File: config.mk
export PLATFORM = sky130hd
export DESIGN_NAME = mw_wb_stage
export DESIGN_NICKNAME = d
export VERILOG_FILES = /design/src/rtl/mw_wb_stage_pkg.sv /design/src/rtl/mw_wb_stage_load_ext.sv /design/src/rtl/mw_wb_stage.sv
export SDC_FILE = /design/constraint.sdc
export NUM_CORES = 1
export LEC_CHECK = 0
export ABC_AREA = 1
export BUFFER_PORTS_ARGS = -buffer_cell sky130_fd_sc_hd__buf_2
export CORE_MARGIN = 3
export CORE_UTILIZATION = 52
export DETAILED_ROUTE_END_ITERATION = 12
export MAX_ROUTING_LAYER = met4
export PLACE_DENSITY_LB_ADDON = 0.15
export SETUP_SLACK_MARGIN = 0.05
export SLEW_MARGIN = 20
export SYNTH_ARGS = -nofsm -noshare
export SYNTH_HDL_FRONTEND = slang
export SYNTH_SLANG_ARGS = --single-unit
File: constraint.sdc
create_clock -name clk -period 3.28 [get_ports clk]
set_input_delay 0.492 -clock clk [delete_from_list [all_inputs] [get_ports clk]]
set_output_delay 0.492 -clock clk [all_outputs]
set_load 0.05 [all_outputs]
File: src/rtl/mw_wb_stage_pkg.sv
// Purpose: shared opcode/func constants, write-back control encodings and the W-stage decoder.
// Latency: n/a (types and a pure function only).
// Backpressure: n/a.
package mw_wb_stage_pkg;

  // Primary opcodes (Instr[31:26])
  localparam logic [5:0] OP_RTYPE = 6'h00;
  localparam logic [5:0] OP_JAL   = 6'h03;
  localparam logic [5:0] OP_ADDI  = 6'h08;
  localparam logic [5:0] OP_ADDIU = 6'h09;
  localparam logic [5:0] OP_SLTI  = 6'h0A;
  localparam logic [5:0] OP_SLTIU = 6'h0B;
  localparam logic [5:0] OP_ANDI  = 6'h0C;
  localparam logic [5:0] OP_ORI   = 6'h0D;
  localparam logic [5:0] OP_XORI  = 6'h0E;
  localparam logic [5:0] OP_LUI   = 6'h0F;
  localparam logic [5:0] OP_LB    = 6'h20;
  localparam logic [5:0] OP_LH    = 6'h21;
  localparam logic [5:0] OP_LW    = 6'h23;
  localparam logic [5:0] OP_LBU   = 6'h24;
  localparam logic [5:0] OP_LHU   = 6'h25;

  // R-type function codes (Instr[5:0])
  localparam logic [5:0] FN_SLL  = 6'h00;
  localparam logic [5:0] FN_SRL  = 6'h02;
  localparam logic [5:0] FN_SRA  = 6'h03;
  localparam logic [5:0] FN_SLLV = 6'h04;
  localparam logic [5:0] FN_SRLV = 6'h06;
  localparam logic [5:0] FN_SRAV = 6'h07;
  localparam logic [5:0] FN_JALR = 6'h09;
  localparam logic [5:0] FN_MOVZ = 6'h0A;
  localparam logic [5:0] FN_ADD  = 6'h20;
  localparam logic [5:0] FN_ADDU = 6'h21;
  localparam logic [5:0] FN_SUB  = 6'h22;
  localparam logic [5:0] FN_SUBU = 6'h23;
  localparam logic [5:0] FN_AND  = 6'h24;
  localparam logic [5:0] FN_OR   = 6'h25;
  localparam logic [5:0] FN_XOR  = 6'h26;
  localparam logic [5:0] FN_NOR  = 6'h27;
  localparam logic [5:0] FN_SLT  = 6'h2A;
  localparam logic [5:0] FN_SLTU = 6'h2B;

  typedef enum logic [1:0] {M2R_ALU = 2'b00, M2R_MEM = 2'b01, M2R_PC8 = 2'b10} mem2reg_e;
  typedef enum logic [1:0] {DST_RT = 2'b00, DST_RD = 2'b01, DST_31 = 2'b10} regdst_e;
  typedef enum logic [2:0] {LD_W, LD_B, LD_BU, LD_H, LD_HU} ldop_e;

  typedef struct packed {
    logic     wr;    // member of the write set
    logic     cond;  // write further gated by CondOK (movz)
    mem2reg_e m2r;
    regdst_e  dst;
    ldop_e    ld;
  } wb_ctrl_t;

  function automatic wb_ctrl_t wb_decode(input logic [5:0] op, input logic [5:0] fn);
    wb_ctrl_t c;
    c = '{wr: 1'b0, cond: 1'b0, m2r: M2R_ALU, dst: DST_RT, ld: LD_W};
    case (op)
      OP_RTYPE: begin
        case (fn)
          FN_SLL, FN_SRL, FN_SRA, FN_SLLV, FN_SRLV, FN_SRAV,
          FN_ADD, FN_ADDU, FN_SUB, FN_SUBU, FN_AND, FN_OR, FN_XOR, FN_NOR,
          FN_SLT, FN_SLTU: begin c.wr = 1'b1; c.dst = DST_RD; end
          FN_JALR: begin c.wr = 1'b1; c.dst = DST_RD; c.m2r = M2R_PC8; end
          FN_MOVZ: begin c.wr = 1'b1; c.cond = 1'b1; c.dst = DST_RD; end
          default: ;
        endcase
      end
      OP_ADDI, OP_ADDIU, OP_SLTI, OP_SLTIU,
      OP_ANDI, OP_ORI, OP_XORI, OP_LUI: c.wr = 1'b1;
      OP_LW:  begin c.wr = 1'b1; c.m2r = M2R_MEM; c.ld = LD_W;  end
      OP_LB:  begin c.wr = 1'b1; c.m2r = M2R_MEM; c.ld = LD_B;  end
      OP_LBU: begin c.wr = 1'b1; c.m2r = M2R_MEM; c.ld = LD_BU; end
      OP_LH:  begin c.wr = 1'b1; c.m2r = M2R_MEM; c.ld = LD_H;  end
      OP_LHU: begin c.wr = 1'b1; c.m2r = M2R_MEM; c.ld = LD_HU; end
      OP_JAL: begin c.wr = 1'b1; c.dst = DST_31; c.m2r = M2R_PC8; end
      default: ;
    endcase
    return c;
  endfunction

endpackage

File: src/rtl/mw_wb_stage_load_ext.sv
// Purpose: select byte/half of a little-endian memory word and sign/zero extend it.
// Latency: combinational.
// Backpressure: none.
// Ports: word = raw aligned word, a = byte offset, op = load kind, ext = extended result.
module load_ext
  import mw_wb_stage_pkg::*;
(
  input  logic [31:0] word,
  input  logic [1:0]  a,
  input  ldop_e       op,
  output logic [31:0] ext
);

  logic [7:0]  byte_sel;
  logic [15:0] half_sel;

  always_comb begin
    byte_sel = word[7:0];
    case (a)
      2'd1:    byte_sel = word[15:8];
      2'd2:    byte_sel = word[23:16];
      2'd3:    byte_sel = word[31:24];
      default: byte_sel = word[7:0];
    endcase
  end

  // a[0] is deliberately ignored for halves; misalignment is not trapped here.
  assign half_sel = a[1] ? word[31:16] : word[15:0];

  always_comb begin
    ext = word;
    case (op)
      LD_B:    ext = {{24{byte_sel[7]}}, byte_sel};
      LD_BU:   ext = {24'd0, byte_sel};
      LD_H:    ext = {{16{half_sel[15]}}, half_sel};
      LD_HU:   ext = {16'd0, half_sel};
      default: ext = word;
    endcase
  end

endmodule

File: src/rtl/mw_wb_stage.sv
// Purpose: M->W pipeline register plus register-file write-back select.
// Latency: 1 cycle from M inputs to W outputs.
// Backpressure: en=0 stalls (all state holds); clr inserts a bubble; reset beats clr beats en.
// Ports: clk/reset; en/clr control; *_M inputs from M stage; RegWrite_W/A3_W/WD_W to the
// register file; Instr_W/PC_W copies for hazard logic and debug.
module mw_wb_stage
  import mw_wb_stage_pkg::*;
(
  input  logic        clk,
  input  logic        reset,
  input  logic        en,
  input  logic        clr,
  input  logic [31:0] Instr_M,
  input  logic [31:0] PC_M,
  input  logic [31:0] ALUOut_M,
  input  logic [31:0] DMRead_M,
  input  logic        CondOK_M,
  output logic        RegWrite_W,
  output logic [4:0]  A3_W,
  output logic [31:0] WD_W,
  output logic [31:0] Instr_W,
  output logic [31:0] PC_W
);

  logic [31:0] instr_q, pc_q, alu_q, dm_q;
  logic [31:0] instr_d, pc_d, alu_d, dm_d;
  logic        cond_q, cond_d;

  always_comb begin
    instr_d = instr_q;
    pc_d    = pc_q;
    alu_d   = alu_q;
    dm_d    = dm_q;
    cond_d  = cond_q;
    if (clr) begin
      // An all-zero word decodes as sll $0 and therefore never writes.
      instr_d = '0;
      pc_d    = '0;
      alu_d   = '0;
      dm_d    = '0;
      cond_d  = 1'b0;
    end else if (en) begin
      instr_d = Instr_M;
      pc_d    = PC_M;
      alu_d   = ALUOut_M;
      dm_d    = DMRead_M;
      cond_d  = CondOK_M;
    end
  end

  always_ff @(posedge clk) begin
    if (reset) begin
      instr_q <= '0;
      pc_q    <= '0;
      alu_q   <= '0;
      dm_q    <= '0;
      cond_q  <= 1'b0;
    end else begin
      instr_q <= instr_d;
      pc_q    <= pc_d;
      alu_q   <= alu_d;
      dm_q    <= dm_d;
      cond_q  <= cond_d;
    end
  end

  wb_ctrl_t    ctrl;
  logic [31:0] ld_data;

  assign ctrl = wb_decode(instr_q[31:26], instr_q[5:0]);

  load_ext u_load_ext (
    .word (dm_q),
    .a    (alu_q[1:0]),
    .op   (ctrl.ld),
    .ext  (ld_data)
  );

  always_comb begin
    case (ctrl.dst)
      DST_RD:  A3_W = instr_q[15:11];
      DST_31:  A3_W = 5'd31;
      default: A3_W = instr_q[20:16];
    endcase
  end

  always_comb begin
    case (ctrl.m2r)
      M2R_MEM: WD_W = ld_data;
      M2R_PC8: WD_W = pc_q + 32'd8;
      default: WD_W = alu_q;
    endcase
  end

  // Writes to $0 are suppressed so the register file never needs its own guard.
  assign RegWrite_W = ctrl.wr && (!ctrl.cond || cond_q) && (A3_W != 5'd0);
  assign Instr_W    = instr_q;
  assign PC_W       = pc_q;

endmodule

==> results by stage <==
Clock network:
- The total clock buffers created by CTS is 17.
- The clock net in this run drives a total of ~130 sinks.
- The count of hold-fix buffers inserted at cts is 0.
- The clock insertion delay at the later pin of the skew report is 0.42 ns.
- The deepest clock path buffer count is 2.
- The deepest level of the CTS H-tree is 4.
- The TritonCTS clock tree is done.
- The cell sitting at the root of the clock tree is a clkbuf_16.
- Clock-pin slew was measured on the worst setup and hold paths at 0.06 ns.

Drt:
- The number of vias per cell after detailed routing is 5.35.
- The post-route DRC violation count is 0.
- The number of nets with antenna violations after routing is 0.
- The final wirelength is 24900 um.
- In the final routed layout, each cell accounts on average for between 15 and 20 um.
- The first routing iteration left 868 violations.
- Across all layers, the routed design uses 8337 vias.
- The pre-antenna-repair detailed-routing pass consisted of 6 iterations.

STA:
- On the final layout, the worst clock skew is 0 ns.
- The number of hold violations in the final report was 0.
- Setup repair after global routing could not meet its margin everywhere.
- The time the final worst path needs with I/O delays and setup is just over 3 ns.
- The measured slew at the worst slew-check pin is 0.782 ns.
- The final setup violation count is 0.
- Adding up every negative setup slack in the final design gives 0 ns.
- The worst path meets setup with 0.163 ns of slack.
- The max-slew violation count is 0.
- Static timing analysis puts the maximum clock frequency at ~320 MHz.
- Of the available clock period, the critical path in the final layout requires 0.950.
- The worst pin sits at a relative slew slack of 0.479.

Floorplan:
- Row generation in the floorplan step produced 42 rows.
- For this configuration, the core starts out at a cell density of 0.538.
- In this run the horizontal extent of the chip is between 100 and 150 um.
- The placeable core region is 13500 um2.
- The die covers 15400 um2.
- For this design the top-level I/O count stands at 235.
- The die span in y is 124 um.

Yosys:
- The share of synthesized registers carrying an async set or reset is 0.
- The most frequently used flop master after synthesis is dfxtp_1.
- In this run, distinct cell masters in the synthesized netlist total 31.
- The Yosys step of the flow raised 0 warnings.
- Dividing the synthesized area by the synthesized cell count gives 6.22 um2.
- The number of nets produced by synthesis is roughly 1300.
- The cell area after technology mapping is 7240 um2.
- The synthesized design contains 129 register bits.
- The number of enable-type register cells in the synthesized netlist is 0.
- For this run, the register share of the synthesized area comes to 0.357.
- After technology mapping, the gate count stands at 1164.

Final layout:
- The final layout net count is around 1500.
- In the final layout, the share of cells above drive strength 1 is 0.251.
- The flip-flop and latch area is ~2600 um2.
- For this run, the number of standard cells in the final layout without fillers is 1558.
- After routing the design area is approximately 9300 um2.
- Leaving out fill and tap cells, the most frequent cells in the layout are nand2_1, buf_2, nor2_1, dfxtp_1, a21oi_1.
- The signed area change from the synthesized netlist to the final layout is 28.6%.
- The fill cell total of the finished layout is 1187.
- The library cell used most frequently in the layout, excluding fill and tap cells, is nand2_1.
- In the final layout, the multi-input gates occupy around 4200 um2.

Min path:
- For hold timing, the worst endpoint is alu_q[23].
- Counting instances, the worst hold path has a depth of 3.
- The hold path startpoint is ALUOut_M[23].
- The tightest min-delay check is of the in2reg type.

Worst setup path:
- The worst flop-to-flop path startpoint is alu_q[0].
- The slack of the worst reg-to-reg path is around 2.2 ns.
- The critical path in this run is classified as reg2out.
- The kind of launch point of the worst setup path is a flop.
- The worst register-to-register path ends at alu_q[0].
- Measured in cells, the most critical reg-to-reg path has a length of 2.
- Data arrives at the worst endpoint at about 2.6 ns.
- STA puts the critical path data required time at 2.79 ns.
- The type of destination of the critical path is an output port.
- The critical-path maximum fanout is 5.

Placement:
- The placer's final routability congestion estimate is 0.981.
- After detailed placement, the design holds a cell count of 1521.
- Once detailed placement completed, the half-perimeter wirelength came to about 18000 um.
- The post-placement setup slack is 0.472 ns.
- The count of buffers from port buffering is 234.
- The instance area after placement is approximately 8600 um2.

Global route:
- The first global-routing pass estimated 38100 um of wire.
- The via count of the first global-routing pass is 7434.
- The total overflow left after global routing is 0.
- The largest net degree at the start of global routing is 74.
- For this run, the total global-route usage over all layers was measured as 0.328.
- The number of antenna violations at the first check in global routing is 1.

Run:
- The number of max-capacitance violations reported is 0.

Outcome:
- The flow ran to the end, and the final reports show no timing, DRC or antenna violations.

Power:
- VDD sags by at most 491 uV.
- The design draws 4280 uW.
- The leakage power total is around 0.0042 uW.
- Dividing total power by cell area gives a power density of between 400 and 500 nW/um2.
synth_stat cells (all sizes together) (2+ instances only):
master	n	area (um2)
a21oi	116	584
clkbuf	44	165
o21bai	2	15.0
nor2	157	619
o21ai	21	105
or2	7	43.8
nand4	9	56.3
ha	5	62.6
clkinv	3	16.3
o211ai	2	15.0
nand3	95	538
inv	82	308
buf	23	136
a211oi	56	420
nor3	2	10.0
dfxtp	129	2580
nand2	410	1550
worst max-delay path, cell delays in order (launching register included):
cell and delay, ns:
dfxtp_2 0.33, inv_1 0.07, nor2_2 0.12, nor2_1 0.05, o21ai_1 0.10, nand3_1 0.09
nand2_2 0.09, inv_1 0.04, ha_1 0.29, or2_2 0.29, inv_2 0.09, nand2_1 0.05
o21ai_1 0.11, nand2_1 0.08, nor2_1 0.11, nor2_1 0.04, nand2_1 0.06, inv_1 0.05
buf_6 0.14
stage by stage:
step | utilization | hold slack [ns]
global route | 0.692 | 0.303
CTS | 0.681 | 0.299
floorplan | - | 0.441
detailed placement | 0.640 | 0.450
global placement | 0.640 | 0.446
finish | 0.692 | 0.306
cell families after synthesis:
kind of cell | Yosys count | synth area share
adder cells (fa/ha/maj) | 5 | 0.00864
AND/OR/NAND/NOR | 680 | 0.390
buffers and inverters | 152 | 0.0864
AO/OA/AOI/OAI | 197 | 0.157
XOR/XNOR | 1 | 0.00121
flip-flops | 129 | 0.357
repair_timing:
item / 4_1_cts / 5_1_grt
cloned: 0 / 1
pin swaps: 0 / 8
hold endpoints to repair: 0 / 0
setup endpoints to repair: 6 / 32
gates resized for setup: 4 / 39
buffers inserted: 0 / 4
area by class of cell:
class                           instances  area share
Sequential cell                       129       0.278
Inverter                               85      0.0355
Antenna cell                            1    0.000269
Tap cell                              176      0.0236
Clock buffer                           21      0.0494
Multi-Input combinational cell        883       0.449
Clock inverter                         10     0.00927
Timing Repair Buffer                  253       0.154
per-layer routing:
| layer | global-route usage | up-vias | part of all wire |
|---|---|---|---|
| li1 | - | 4169 | - |
| met1 | 0.430 | 3739 | 0.43 |
| met2 | 0.502 | 382 | 0.46 |
| met3 | 0.0668 | 47 | 0.078 |
| met4 | 0.123 | 0 | 0.029 |
| met5 | - | - | 0 |
registers in the layout, indices dropped and copies added (netlist names):
signal / cells
Instr_W: 32
PC_W: 32
alu_q: 32
dm_q: 32
cond_q: 1
where the power goes:
| group | internal, uW | switching, uW | leakage (uW) |
|---|---|---|---|
| combinational | 246 | 584 | 0.00288 |
| clock | 1070 | 697 | 0.000265 |
| sequential | 1630 | 54.6 | 0.00106 |
| total | 2940 | 1340 | 0.00421 |
worst max-delay path by stage:
stage / start / to
3_5_place_dp: Instr_W[26] / WD_W[7]
4_1_cts: Instr_W[0] / RegWrite_W
3_3_place_gp: Instr_W[29] / WD_W[7]
5_1_grt: Instr_W[26] / RegWrite_W
6_report: Instr_W[0] / RegWrite_W
2_1_floorplan: Instr_W[28] / WD_W[0]
No activity file was read; power rests on OpenSTA's default activity.
